==> config.mk <==
export PLATFORM = sky130hd
export DESIGN_NAME = cache_cmd_dispatch
export DESIGN_NICKNAME = d
export VERILOG_FILES = /design/src/rtl/cache_cmd_dispatch_pkg.sv /design/src/rtl/cache_cmd_dispatch_fifo.sv /design/src/rtl/cache_cmd_dispatch.sv
export SDC_FILE = /design/constraint.sdc
export NUM_CORES = 1
export LEC_CHECK = 0
export ABC_AREA = 1
export BUFFER_PORTS_ARGS = -buffer_cell sky130_fd_sc_hd__buf_4
export CAP_MARGIN = 0
export CORE_MARGIN = 3
export CORE_UTILIZATION = 30
export CTS_CLUSTER_DIAMETER = 150
export DETAILED_ROUTE_END_ITERATION = 16
export HOLD_SLACK_MARGIN = 0.08
export PLACE_DENSITY = 0.43
export SLEW_MARGIN = 20
export SYNTH_ARGS = -nofsm -noshare
export SYNTH_HDL_FRONTEND = slang
export SYNTH_HIERARCHICAL = 1
export SYNTH_SLANG_ARGS = --single-unit
==> constraint.sdc <==
create_clock -name clk -period 2.15 [get_ports clk]
set_input_delay 0.3225 -clock clk [delete_from_list [all_inputs] [get_ports clk]]
set_output_delay 0.3225 -clock clk [all_outputs]
set_load 0.03 [all_outputs]
==> src/rtl/cache_cmd_dispatch_pkg.sv <==
// Shared definitions for the L1 trace command dispatcher: trace codes, cache ops,
// dispatcher states, statistic selectors and small decode helpers.
package cache_cmd_dispatch_pkg;

  localparam int TagAddr_size   = 12;
  localparam int IndexAddr_size = 14;
  localparam int ByteAddr_size  = 6;
  localparam int TraceAddr_size = TagAddr_size + IndexAddr_size + ByteAddr_size;
  localparam int StatCnt_size   = 32;

  typedef enum logic [3:0] {
    TC_READ   = 4'd0,
    TC_WRITE  = 4'd1,
    TC_IFETCH = 4'd2,
    TC_INVAL  = 4'd3,
    TC_SNOOP  = 4'd4,
    TC_CLEAR  = 4'd8,
    TC_PRINT  = 4'd9
  } trace_cmd_t;

  typedef enum logic [2:0] {
    OP_RD     = 3'd0,
    OP_WR     = 3'd1,
    OP_IFETCH = 3'd2,
    OP_INVAL  = 3'd3,
    OP_SNOOP  = 3'd4
  } cache_op_t;

  typedef enum logic [2:0] {
    ST_IDLE,
    ST_ISSUE,
    ST_WAIT,
    ST_CLEAR,
    ST_PRINT
  } disp_state_t;

  localparam logic [2:0] STAT_DRD    = 3'd0;
  localparam logic [2:0] STAT_DWR    = 3'd1;
  localparam logic [2:0] STAT_DHIT   = 3'd2;
  localparam logic [2:0] STAT_DMISS  = 3'd3;
  localparam logic [2:0] STAT_IFETCH = 3'd4;
  localparam logic [2:0] STAT_IHIT   = 3'd5;
  localparam logic [2:0] STAT_IMISS  = 3'd6;
  localparam logic [2:0] STAT_BAD    = 3'd7;

  // Codes 0-4 become cache requests; 8 and 9 are sequencing commands.
  function automatic logic cmd_is_mem(input logic [3:0] code);
    return code <= 4'd4;
  endfunction

  function automatic logic cmd_is_bad(input logic [3:0] code);
    return !(cmd_is_mem(code) || code == TC_CLEAR || code == TC_PRINT);
  endfunction

  function automatic cache_op_t cmd_to_op(input logic [3:0] code);
    cache_op_t op;
    case (code)
      TC_WRITE:  op = OP_WR;
      TC_IFETCH: op = OP_IFETCH;
      TC_INVAL:  op = OP_INVAL;
      TC_SNOOP:  op = OP_SNOOP;
      default:   op = OP_RD;
    endcase
    return op;
  endfunction

endpackage

==> src/rtl/cache_cmd_dispatch_fifo.sv <==
// Synchronous command FIFO (no bypass); a push when full is refused even with a pop.
module cmd_fifo #(
  parameter int WIDTH = 36,
  parameter int DEPTH = 4
) (
  input  logic             clk,
  input  logic             rst_n,
  input  logic             push,
  input  logic [WIDTH-1:0] din,
  input  logic             pop,
  output logic [WIDTH-1:0] dout,
  output logic             full,
  output logic             empty
);

  localparam int AW = $clog2(DEPTH);

  logic [WIDTH-1:0] mem [DEPTH];
  logic [AW:0]      wr_ptr;
  logic [AW:0]      rd_ptr;
  logic             do_push;
  logic             do_pop;

  // Pointers carry one wrap bit so full and empty can be told apart.
  assign empty   = (wr_ptr == rd_ptr);
  assign full    = (wr_ptr[AW] != rd_ptr[AW]) && (wr_ptr[AW-1:0] == rd_ptr[AW-1:0]);
  assign do_push = push && !full;
  assign do_pop  = pop && !empty;
  assign dout    = mem[rd_ptr[AW-1:0]];

  always_ff @(posedge clk or negedge rst_n) begin
    if (!rst_n) begin
      wr_ptr <= '0;
      rd_ptr <= '0;
    end else begin
      if (do_push) wr_ptr <= wr_ptr + 1'b1;
      if (do_pop)  rd_ptr <= rd_ptr + 1'b1;
    end
  end

  always_ff @(posedge clk) begin
    if (do_push) mem[wr_ptr[AW-1:0]] <= din;
  end

endmodule

==> src/rtl/cache_cmd_dispatch.sv <==
// Trace command dispatcher for the split L1 caches: decodes commands, issues one cache
// request at a time and keeps saturating statistics. Define CMD_FIFO_EN for a command FIFO.
module cache_cmd_dispatch
  import cache_cmd_dispatch_pkg::*;
#(
  parameter int ADDR_W = TraceAddr_size,
  parameter int TAG_W  = TagAddr_size,
  parameter int IDX_W  = IndexAddr_size,
  parameter int BYTE_W = ByteAddr_size,
  parameter int CNT_W  = StatCnt_size
`ifdef CMD_FIFO_EN
  ,
  parameter int FIFO_DEPTH = 4
`endif
) (
  input  logic              clk,
  input  logic              rst_n,
  input  logic              cmd_valid,
  output logic              cmd_ready,
  input  logic [3:0]        cmd_code,
  input  logic [ADDR_W-1:0] cmd_addr,
  output logic              req_valid,
  input  logic              req_ready,
  output logic              req_sel,
  output logic [2:0]        req_op,
  output logic [TAG_W-1:0]  req_tag,
  output logic [IDX_W-1:0]  req_index,
  output logic [BYTE_W-1:0] req_byte,
  input  logic              resp_valid,
  input  logic              resp_hit,
  output logic              clear_o,
  output logic              print_req,
  input  logic              print_done,
  output logic              bad_cmd,
  input  logic [2:0]        stat_sel,
  output logic [CNT_W-1:0]  stat_data
);

  disp_state_t       state_q;
  disp_state_t       state_d;
  logic              src_valid;
  logic [3:0]        src_code;
  logic [ADDR_W-1:0] src_addr;
  logic              src_take;
  logic              bad_take;
  logic              resp_fire;
  cache_op_t         op_q;
  logic [CNT_W-1:0]  cnt [8];

`ifdef CMD_FIFO_EN
  localparam int CMD_W = 4 + ADDR_W;

  logic             fifo_full;
  logic             fifo_empty;
  logic [CMD_W-1:0] fifo_dout;

  cmd_fifo #(
    .WIDTH(CMD_W),
    .DEPTH(FIFO_DEPTH)
  ) u_cmd_fifo (
    .clk   (clk),
    .rst_n (rst_n),
    .push  (cmd_valid && cmd_ready),
    .din   ({cmd_code, cmd_addr}),
    .pop   (src_take),
    .dout  (fifo_dout),
    .full  (fifo_full),
    .empty (fifo_empty)
  );

  assign cmd_ready             = rst_n && !fifo_full;
  assign src_valid             = !fifo_empty;
  assign {src_code, src_addr}  = fifo_dout;
`else
  assign cmd_ready = rst_n && (state_q == ST_IDLE);
  assign src_valid = cmd_valid;
  assign src_code  = cmd_code;
  assign src_addr  = cmd_addr;
`endif

  assign bad_take  = src_take && cmd_is_bad(src_code);
  assign resp_fire = (state_q == ST_WAIT) && resp_valid;
  assign req_op    = op_q;
  assign stat_data = cnt[stat_sel];

  function automatic logic [CNT_W-1:0] sat_inc(input logic [CNT_W-1:0] v);
    return (&v) ? v : v + 1'b1;
  endfunction

  always_ff @(posedge clk or negedge rst_n) begin
    if (!rst_n) state_q <= ST_IDLE;
    else        state_q <= state_d;
  end

  always_comb begin
    state_d = state_q;
    case (state_q)
      ST_IDLE: begin
        if (src_valid) begin
          if (cmd_is_mem(src_code))       state_d = ST_ISSUE;
          else if (src_code == TC_CLEAR)  state_d = ST_CLEAR;
          else if (src_code == TC_PRINT)  state_d = ST_PRINT;
        end
      end
      ST_ISSUE: if (req_ready)  state_d = ST_WAIT;
      ST_WAIT:  if (resp_valid) state_d = ST_IDLE;
      ST_CLEAR: state_d = ST_IDLE;
      ST_PRINT: if (print_done) state_d = ST_IDLE;
      default:  state_d = ST_IDLE;
    endcase
  end

  always_comb begin
    src_take  = (state_q == ST_IDLE) && src_valid;
    req_valid = (state_q == ST_ISSUE);
    clear_o   = (state_q == ST_CLEAR);
    print_req = (state_q == ST_PRINT);
  end

  // Request fields are captured at acceptance and held until the next request.
  always_ff @(posedge clk or negedge rst_n) begin
    if (!rst_n) begin
      req_sel   <= 1'b0;
      op_q      <= OP_RD;
      req_tag   <= '0;
      req_index <= '0;
      req_byte  <= '0;
      bad_cmd   <= 1'b0;
    end else begin
      bad_cmd <= bad_take;
      if (src_take && cmd_is_mem(src_code)) begin
        req_sel   <= (src_code == TC_IFETCH);
        op_q      <= cmd_to_op(src_code);
        req_tag   <= src_addr[ADDR_W-1 -: TAG_W];
        req_index <= src_addr[BYTE_W +: IDX_W];
        req_byte  <= src_addr[BYTE_W-1:0];
      end
    end
  end

  // Only RD/WR/IFETCH responses count; INVAL and SNOOP leave statistics untouched.
  always_ff @(posedge clk or negedge rst_n) begin
    if (!rst_n) begin
      for (int i = 0; i < 8; i++) cnt[i] <= '0;
    end else if (state_q == ST_CLEAR) begin
      for (int i = 0; i < 8; i++) cnt[i] <= '0;
    end else begin
      if (bad_take) cnt[STAT_BAD] <= sat_inc(cnt[STAT_BAD]);
      if (resp_fire) begin
        if (!req_sel && (op_q == OP_RD || op_q == OP_WR)) begin
          if (op_q == OP_RD) cnt[STAT_DRD] <= sat_inc(cnt[STAT_DRD]);
          else               cnt[STAT_DWR] <= sat_inc(cnt[STAT_DWR]);
          if (resp_hit) cnt[STAT_DHIT]  <= sat_inc(cnt[STAT_DHIT]);
          else          cnt[STAT_DMISS] <= sat_inc(cnt[STAT_DMISS]);
        end else if (req_sel && op_q == OP_IFETCH) begin
          cnt[STAT_IFETCH] <= sat_inc(cnt[STAT_IFETCH]);
          if (resp_hit) cnt[STAT_IHIT]  <= sat_inc(cnt[STAT_IHIT]);
          else          cnt[STAT_IMISS] <= sat_inc(cnt[STAT_IMISS]);
        end
      end
    end
  end

endmodule

# == After elaboration in Yosys (flattened, before gate mapping) ==
# Cells that the tools add are included.
# classes
n_addsub,8
order_cmp,2
eq_ne,28
mux,32
bitwise_logic,1
n_reduce_logical,37
# ops
operator,n
32-bit 2-to-1 mux,17
32-bit by 1-bit adder with 32-bit output (second input constant),8
256-bit 2-to-1 mux,1
32-bit AND reduction,8
224-bit 2-to-1 mux,1
96-bit 2-to-1 mux,2
128-bit 2-to-1 mux,1
32-bit binary-select mux with 3-bit select,1
2-bit inequality test (second input constant),12
3-bit one-hot mux with 4 select lines,2
3-bit 2-to-1 mux,7
4-bit AND reduction,5
5-bit AND reduction,3
2-bit nonzero test,6
3-bit by 2-bit == test with 1-bit output (second input constant),3
4-bit by 2-bit == test with 1-bit output (second input constant),2
4-bit == test (second input constant),2
1-bit logical AND,7
3-bit by 1-bit == test with 1-bit output (second input constant),2
3-bit zero test,2
2-bit by 1-bit inequality test with 1-bit output (second input constant),3
4-bit by 1-bit == test with 1-bit output (second input constant),1
4-bit by 3-bit == test with 1-bit output (second input constant),1
4-bit greater-or-equal comparator (second input constant),1
7 further kinds,10
# totals
register_bits,296
inputBits,46
elab_cells,123

# == Depth between registers and ports, before layout ==
# Gate-level depths: netlist of the first run.
# logic_depth
depth_word,7
ltp_mapped,11

# == Worst setup path after synthesis of the first run ==
# Ideal clock, no wire load.
# synth_path
path_type,input to output
startpoint,input port stat_sel[0]
endpoint,output port stat_data[10]
arrival_time_ps,1710
required_time_ps,1827
slack_ps,117
stages,7
cell_sequence,inv_1 clkbuf_1 buf_1 nor2_1 o21ai_0 a21oi_1 a31oi_1
# synth_between
elab_chain_cells,4
# synth_rtl
element,line,text
"start, declared",cache_cmd_dispatch.sv:35,"input logic [2:0] stat_sel,"
3-bit NOT with 4-bit output (implied by the code),cache_cmd_dispatch.sv:84,assign stat_data = cnt[stat_sel];
32-bit binary-select mux with 3-bit select,cache_cmd_dispatch.sv:84,
32-bit 2-to-1 mux (implied by the code) (2 in a row),cache_cmd_dispatch.sv:84,
"end, declared",cache_cmd_dispatch.sv:36,output logic [CNT_W-1:0] stat_data
# No other way between the ends. The select of a mux whose other input is x is not followed.

# == Worst setup path in the final report of the first run ==
# layout_path
startpoint,register cnt[4] in the netlist's numbering
endpoint,output port stat_data[4]
# layout_between
elab_chain_cells,3
# layout_rtl
element,line,text
"start, declared",cache_cmd_dispatch.sv:48,logic [CNT_W-1:0] cnt [8];
"start signal, assigned by index",cache_cmd_dispatch.sv:148,if (bad_take) cnt[STAT_BAD] <= sat_inc(cnt[STAT_BAD]);
"start signal, assigned by index",cache_cmd_dispatch.sv:151,if (op_q == OP_RD) cnt[STAT_DRD] <= sat_inc(cnt[STAT_DRD]);
"start signal, assigned by index",cache_cmd_dispatch.sv:152,else cnt[STAT_DWR] <= sat_inc(cnt[STAT_DWR]);
32-bit binary-select mux with 3-bit select,cache_cmd_dispatch.sv:84,
32-bit 2-to-1 mux (implied by the code) (2 in a row),cache_cmd_dispatch.sv:84,
# No other way between the ends. The select of a mux whose other input is x is not followed.

==> reports/qor.txt, run 1 <==
Slew Limit Fails: 0
combinational share of power: 0.263
unrepaired setup endpoints after global routing: true
clock power share: 0.393
Max-Cap Viols: 0
full die area: 73900 sq um
register bit total from synthesis: 296
Final Wtd Congestion: 0.958
drt pass-1 iters: 5
Die Y: 272 um
Synth Net Count: 3400
number of global-route vias before repair: 22.3k
setup slack after layout: -0.109 ns
Min Hold Slack: 0.360 ns
Final HPWL DP: 67500 um
Worst Hold Class: input pin to async pin
1st-iter DRT viols: 1758
Max Clk Rate: 443 MHz
status: finished, violations left
Top FF cell, synth: dfrtp_1
period utilization: 1.05
switch share: 0.343
slew margin rel.: 0.431
ranking of synthesized cells by area: dfrtp_1 (35%), nand2_1 (22%), nor2_1 (8.8%)
CP bufs+invs: 2
TritonCTS buffer count: 41
data arrival time of the critical path: 1.94 ns
Antenna Nets Post-Route: 0
Critical Path Source Type: flip-flop
CTS tree: yes
die width: 272 um
Reg power frac: 0.344
sw power: 6.55 mW
final WL: 87900 um
Initial Util: 0.306
RR Startpoint: state_q[1]
diode count: 0
crit path kind: flip-flop to output pin
RR Endpoint: cnt[141]
Fill cells: 7513
pin count of the biggest net entering global routing: 123
EDFF count, synth: 0
post-synthesis sequential area ratio: 0.350
dpl ws: -0.205 ns
leakage: 11.5 nW
Async SR Flop Fraction: 1.00
Yosys top cell by area: dfrtp_1
gr ovfl total: 0
fin crit period: 2.26 ns
Setup Viol. Count Final: 27
area delta synth->final: 32.5%
maximum vdd drop: 0.662 mV
Non-Filler Instances: 4706
wire per inst: 18.7 um
Worst path top cell family by delay: flip-flops
failing checks: negative setup slack
synth unique cells: 39
Worst-path clk slew: 0.06 ns
area of the mapped netlist: 21200 sq um
setup_tns: -1.48 ns
clock skew: 0.0266 ns
Avg Inst Size Synth: 6.33 sq um
synth warn: 6
post-layout util: 0.405
Root Buffer: clkbuf_16
WP data required: 1.83 ns
Multi-input gate area: 12800 sq um
Pint: 12.5 mW
share of the synthesized area in the top cell type: 0.350
PwrDens: 679 nW/um^2
Reg area: 7480 sq um
IO Pins: 119
I/O Buffers: 118
Vias per Instance: 4.93
share of layout cells above drive strength 1: 0.224
cell breakdown of the critical path: o21ai_2 > nand2_1 > nor2_2 > a31oi_1 > buf_4 > buf_6
largest fanout on the critical path: 5
gr usage total: 0.232
Worst Reg2Reg Path Length in Cells: 7
Max stage delay on crit path: 0.47 ns
CP Capture Type: output pin
Placed Cells: 4500
via count: 23.2k
initial antenna violation count: 0
total clock sinks: 296
CP max-delay cell: dfrtp_2
R2R setup slack: 0.11 ns
Residual DRC: 0
Nets: 3799
Post-synth top cells: nand2_1 (1253), nor2_1 (499), dfrtp_1 (296)
Core ar.: 69300 sq um
first-pass GRT wire length: 134000 um
count leader, synth: nand2_1
Cells after Synth: 3346
clk_lat worst skew: 0.59 ns
Max Buffers Root-to-Sink: 3
Worst-Margin Slew: 0.853 ns
depth of the CTS H-tree: 2
Final Hold Viols: 0
Row Count: 96
what timing repair did:
item                                    4_1_cts  5_1_grt
gates cloned                                  0        3
pin swaps                                    43       39
endpoints found under the setup margin       33      132
hold buffers                                 42        0
buffers inserted                             74       38
gates resized for setup                     288      110
hold endpoints to repair                    260        0
cell usage in the layout (no fill, tap or decap), types with 16 or more instances in the layout:
| cell | count |
|---|---|
| nand2_1 | 1238 |
| nor2_1 | 472 |
| xor2_1 | 57 |
| clkbuf_8 | 16 |
| buf_6 | 39 |
| nor2_2 | 28 |
| buf_12 | 26 |
| inv_1 | 212 |
| inv_2 | 49 |
| buf_4 | 352 |
| nand2_2 | 20 |
| o21ai_1 | 166 |
| dlygate4sd3_1 | 42 |
| o21ai_0 | 123 |
| a21oi_2 | 35 |
| nand3_1 | 207 |
| dfrtp_1 | 240 |
| a21oi_1 | 76 |
| o21ai_2 | 97 |
| dfrtp_2 | 56 |
| nor2_4 | 21 |
| xnor2_1 | 33 |
| a31oi_1 | 21 |
| clkbuf_16 | 44 |
power groups by stage:
| stage | logic (mW) | clock network [mW] | registers, mW |
|---|---|---|---|
| after floorplan | 2.00 | 0 | 7.18 |
| after global placement | 4.55 | 0 | 6.63 |
| after detailed placement | 4.60 | 0 | 6.64 |
| after CTS | 4.86 | 7.67 | 6.56 |
| after global routing | 5.43 | 7.86 | 6.62 |
| final | 5.02 | 7.48 | 6.56 |
logic make-up (layout without fill, tap and decap cells):
logic type | count (synthesis) | in the layout | share of synthesized area
AO/OA/AOI/OAI | 541 | 541 | 0.142
XOR/XNOR | 90 | 90 | 0.0372
adder cells (fa/ha/maj) | 8 | 8 | 0.00472
buffers and inverters | 375 | 803 | 0.0775
flip-flops | 296 | 296 | 0.350
AND/OR/NAND/NOR | 2036 | 2037 | 0.389
metrics by stage:
stage          area (sq um)  power, mW
6_report              28100       19.1
5_1_grt               28100       19.9
4_1_cts               27400       19.1
3_5_place_dp          24600       11.2
3_3_place_gp          24600       11.2
2_1_floorplan         21200       9.18
worst min-delay path, delay by kind of cell:
| family | cells | cell delay, ns |
|---|---|---|
| buffers and inverters | 3 | 1.02 |
final cells by class:
type                            count  area share
Sequential cell                   296       0.266
Tap cell                          931      0.0415
Clock buffer                       62      0.0458
Clock inverter                     11     0.00668
Inverter                          265      0.0357
Timing Repair Buffer              465       0.148
Multi-Input combinational cell   2676       0.457
layer usage:
layer	routed length (um)	GRT usage
met1	40700	0.318
met2	40900	0.385
met3	4000	0.0255
met4	2290	0.0647
met5	0	0
worst max-delay path by stage:
| stage | from | end | slack, ns | cells after the start |
|---|---|---|---|---|
| detailed placement | stat_sel[1] | stat_data[18] | -0.21 | 11 |
| global route | cnt[70] | stat_data[6] | -0.17 | 8 |
| CTS | cnt[59] | stat_data[27] | -0.16 | 9 |
| finish | cnt[4] | stat_data[4] | -0.11 | 6 |
| global placement | stat_sel[1] | stat_data[18] | -0.23 | 11 |
| floorplan | stat_sel[0] | stat_data[10] | 0.12 | 7 |
state kept, by name (all words and copies together), names as in the netlist:
register,cells
req_tag,12
state_q,3
req_index,14
cnt,256
bad_cmd,1
req_sel,1
req_byte,6
req_op,3
(Power assumes the default switching activity.)
==> run 2, diff against run 1 <==
==> constraint.sdc (replaced) <==
create_clock -name clk -period 2.55 [get_ports clk]
set_input_delay 0.3825 -clock clk [delete_from_list [all_inputs] [get_ports clk]]
set_output_delay 0.3825 -clock clk [all_outputs]
set_load 0.03 [all_outputs]
==> reports/qor.txt, run 2 (same netlist as run 1, synthesis figures left out) <==
Core ar.: 69300 sq um
leakage: 10.1 nW
Residual DRC: 0
largest registers: cnt (256), req_index (14), req_tag (12)
CP Capture Type: output pin
crit path kind: flip-flop to output pin
Slew Limit Fails: 0
DR WL met3: 5040 um
top sig layer: met5
commonest non-fill, non-tap cell in the layout: nand2_1
Multi-input gate area: 12400 sq um
Vias per Instance: 4.89
Worst-path clk slew: 0.06 ns
Critical Path Source Type: flip-flop
full die area: 73900 sq um
combinational share of power: 0.237
Max Buffers Root-to-Sink: 3
Tot Pwr: 15.7 mW
WL met2: 37900 um
Final Wtd Congestion: 0.912
max FFs per register: 256
Initial Util: 0.306
status: finished clean
largest fanout on the critical path: 5
PwrDens: 615 nW/um^2
Row Count: 96
Nets: 3562
RR Startpoint: cnt[93]
sw power: 5.39 mW
Antenna Nets Post-Route: 0
Final HPWL DP: 63700 um
IO Pins: 119
period utilization: 0.988
number of global-route vias before repair: 20.9k
Fill cells: 7513
Reg area: 7430 sq um
die width: 272 um
first-pass GRT wire length: 127000 um
WP data required: 2.17 ns
most frequent cells in the layout: nand2_1 (1252), nor2_1 (490), dfrtp_1 (277)
Reg power frac: 0.355
unrepaired setup endpoints after global routing: true
drt pass-1 iters: 7
Setup Viol. Count Final: 0
Hold Path Origin: cmd_code[3]
Worst Hold Class: input pin to flip-flop
Top reg by flops: cnt
final WL: 83300 um
initial antenna violation count: 5
area delta synth->final: 20.6%
slew margin rel.: 0.529
clock power share: 0.408
switch share: 0.343
maximum vdd drop: 0.495 mV
share of layout cells above drive strength 1: 0.126
Die Y: 272 um
Non-Filler Instances: 4472
pin count of the biggest net entering global routing: 90
gr ovfl total: 0
Worst-Margin Slew: 0.707 ns
Placed Cells: 4350
gr usage total: 0.222
worst setup path start: cnt[168]
CTS tree: yes
I/O Buffers: 118
Max-Cap Viols: 0
Final Hold Viols: 0
1st-iter DRT viols: 1527
via count: 21.9k
clock skew: 0.0212 ns
Pint: 10.3 mW
wire per inst: 18.6 um
fin crit period: 2.52 ns
clk_lat worst skew: 0.59 ns
Max Clk Rate: 397 MHz
data arrival time of the critical path: 2.14 ns
total clock sinks: 296
TritonCTS buffer count: 41
Root Buffer: clkbuf_16
depth of the CTS H-tree: 2
diode count: 0
DRT met1 WL: 38000 um
[run 2: changes by cell type in the layout (fill, tap and decap cells not counted), moves of 26 or more]
cell / previous run / this run
o21ai_1: 166 / 127
o21ai_0: 123 / 197
inv_1: 212 / 254
a21oi_1: 76 / 104
buf_4: 352 / 164
dfrtp_1: 240 / 277
inv_2: 49 / 8
dfrtp_2: 56 / 19
o21ai_2: 97 / 64
a21oi_2: 35 / 9
buf_6: 39 / 6
[run 2: routing by layer]
metal | global-route usage | vias up
met2 | 0.357 | 560
li1 | - | 11000
met1 | 0.302 | 10200
met5 | 0.0112 | -
met3 | 0.0405 | 106
met4 | 0.0635 | 6
[run 2: final timing paths]
path	slack, ns	depth (start not counted)	end
worst max-delay path	0.03	5	stat_data[8]
worst min-delay path	0.15	4	req_op[2]
worst max register to register	0.22	8	cnt[64]
worst min register to register	0.47	2	req_tag[2]
max in group asynchronous	1.23	3	cnt[239]
min in group asynchronous	0.26	2	cnt[63]
[run 2: what timing repair did]
action,CTS,global route
hold buffers,38,0
buffers inserted,3,5
hold endpoints to repair,62,0
pin swaps,1,3
gates resized for setup,40,54
endpoints found under the setup margin,22,27
[run 2: cell type report]
| type | count | share of cell area |
|---|---|---|
| Sequential cell | 296 | 0.291 |
| Timing Repair Buffer | 229 | 0.0820 |
| Tap cell | 931 | 0.0456 |
| Clock buffer | 60 | 0.0481 |
| Clock inverter | 16 | 0.00989 |
| Multi-Input combinational cell | 2675 | 0.484 |
| Inverter | 265 | 0.0390 |
[run 2: through the flow]
| step | setup TNS [ns] | util | hold WS [ns] | area, sq um | setup WS, ns |
|---|---|---|---|---|---|
| detailed placement | 0 | 0.337 | 0.288 | 23300 | 0.0149 |
| floorplan | 0 | - | 0.0869 | 21200 | 0.397 |
| finish | 0 | 0.369 | 0.149 | 25500 | 0.0313 |
| global route | -0.0372 | 0.369 | 0.186 | 25500 | -0.0298 |
| CTS | -0.0861 | 0.366 | 0.117 | 25400 | -0.0266 |
| global placement | 0 | 0.337 | 0.290 | 23300 | 0.0284 |
[run 2: power groups by stage]
stage                     logic, mW  clock network [mW]  registers (mW)
after floorplan                1.69                   0            6.05
after global placement         3.61                   0            5.63
after detailed placement       3.64                   0            5.64
after CTS                      3.71                6.60            5.57
after global routing           4.04                6.77            5.63
final                          3.72                6.41            5.57
[run 2: worst max-delay path, cell delays in order, from the launching register on]
cell	delay [ns]
dfrtp_1	0.50
o21ai_0	0.14
o21ai_0	0.29
a21oi_2	0.13
a31oi_2	0.30
buf_4	0.23
==> run 3, diff against run 2 <==
--- a/config.mk
+++ b/config.mk
@@ -13,6 +13,7 @@
 export CTS_CLUSTER_DIAMETER = 150
 export DETAILED_ROUTE_END_ITERATION = 16
 export HOLD_SLACK_MARGIN = 0.08
+export MAX_ROUTING_LAYER = met4
 export PLACE_DENSITY = 0.43
 export SLEW_MARGIN = 20
 export SYNTH_ARGS = -nofsm -noshare
==> reports/qor.txt, run 3 (same netlist as run 1, synthesis figures left out) <==
drt pass-1 iters: 8
depth of the CTS H-tree: 2
gr ovfl total: 0
maximum vdd drop: 0.623 mV
1st-iter DRT viols: 1797
largest fanout on the critical path: 5
Final Wtd Congestion: 0.951
commonest non-fill, non-tap cell in the layout: nand2_1
Root Buffer: clkbuf_16
gr usage total: 0.235
failing checks: negative setup slack
Fill cells: 7577
area delta synth->final: 19.9%
dpl ws: 0.185 ns
Residual DRC: 0
Worst Hold Class: input pin to flip-flop
clk_lat worst skew: 0.59 ns
Nets: 3562
Tot Pwr: 15.5 mW
PwrDens: 608 nW/um^2
initial antenna violation count: 2
Placed Cells: 4351
Worst-path clk slew: 0.06 ns
I/O Buffers: 118
Initial Util: 0.306
via count: 22.1k
total clock sinks: 296
TritonCTS buffer count: 42
setup_tns: -0.0351 ns
WP data required: 2.17 ns
pin count of the biggest net entering global routing: 77
IO Pins: 119
full die area: 73900 sq um
Vias per Instance: 4.96
die width: 272 um
Top reg by flops: cnt
status: finished, violations left
Final HPWL DP: 66300 um
Core ar.: 69300 sq um
leakage: 10.1 nW
Max Buffers Root-to-Sink: 3
share of layout cells above drive strength 1: 0.122
CTS tree: yes
Min Hold Slack: 0.133 ns
max FFs per register: 256
setup slack after layout: -0.0351 ns
CP Capture Type: output pin
crit path kind: flip-flop to output pin
clock skew: 0.0220 ns
Final Hold Viols: 0
wire per inst: 19.1 um
Row Count: 96
final WL: 85300 um
period utilization: 1.01
Critical Path Source Type: flip-flop
largest registers: cnt (256), req_index (14), req_tag (12)
fin crit period: 2.59 ns
Slew Limit Fails: 0
Antenna Nets Post-Route: 0
Die Y: 272 um
first-pass GRT wire length: 130000 um
Worst-Margin Slew: 0.656 ns
most frequent cells in the layout: nand2_1 (1253), nor2_1 (497), dfrtp_1 (273)
Non-Filler Instances: 4470
number of global-route vias before repair: 21.3k
slew margin rel.: 0.563
Max-Cap Viols: 0
data arrival time of the critical path: 2.20 ns
Max Clk Rate: 387 MHz
Setup Viol. Count Final: 1
## run 3: cell count changes in the layout (fill, tap and decap cells not counted), moves of 4 or more
cell	change
nor2_1	+7
a21oi_1	+6
o21ai_0	+11
a21oi_2	-6
clkinv_2	+4
clkinvlp_4	-4
nor2_2	-6
o21ai_1	-10
dfrtp_1	-4
dfrtp_2	+4
## run 3: area by class of cell
type,instances,area (sq um),share of cell area
clock inverter,16,254,0.00999
clock buffer,57,1190,0.0467
timing repair buffer,228,2080,0.0818
sequential,296,7440,0.293
inverter,265,997,0.0392
multi-input combinational,2675,12300,0.484
antenna,2,5.00,0.000197
tap,931,1160,0.0458
## run 3: per-layer routing
layer | up-vias | wire (um) | GRT usage
met3 | 113 | 4320 | 0.0284
met2 | 576 | 39500 | 0.377
met4 | 0 | 2110 | 0.0606
met1 | 10500 | 39400 | 0.314
met5 | - | 0 | -
li1 | 11000 | - | -
## run 3: through the flow
step / cell area (sq um) / util
final: 25400 / 0.367
after global routing: 25400 / 0.367
after CTS: 25300 / 0.364
after detailed placement: 23300 / 0.337
after global placement: 23300 / 0.337
after floorplan: 21200 / -
## run 3: critical path: stages (launching register included)
cell,delay (ns)
dfrtp_1,0.43
inv_1,0.11
o21ai_1,0.30
a21oi_1,0.14
a31oi_1,0.38
buf_4,0.25
## run 3: path summary, 6_finish.rpt
kind	start	to	slack, ns	depth (start not counted)
worst max-delay path	cnt[200]	stat_data[8]	-0.04	5
worst min-delay path	cmd_code[3]	req_op[2]	0.13	4
worst max register to register	cnt[96]	cnt[109]	0.30	9
worst min register to register	req_index[12]	req_index[12]	0.47	2
max in group asynchronous	rst_n	cnt[232]	1.27	3
min in group asynchronous	rst_n	cnt[4]	0.28	2
## run 3: repair_timing
action,in CTS,in global routing
endpoints found under the hold margin,70,0
pin swaps,0,0
buffers inserted,0,5
setup endpoints to repair,16,27
hold buffers,39,0
gates resized for setup,17,50
## run 3: power breakdown
part	switching (mW)	internal [mW]	total, mW
Sequential	0.437	5.14	5.57
Clock	2.44	3.78	6.23
Combinational	2.45	1.22	3.67
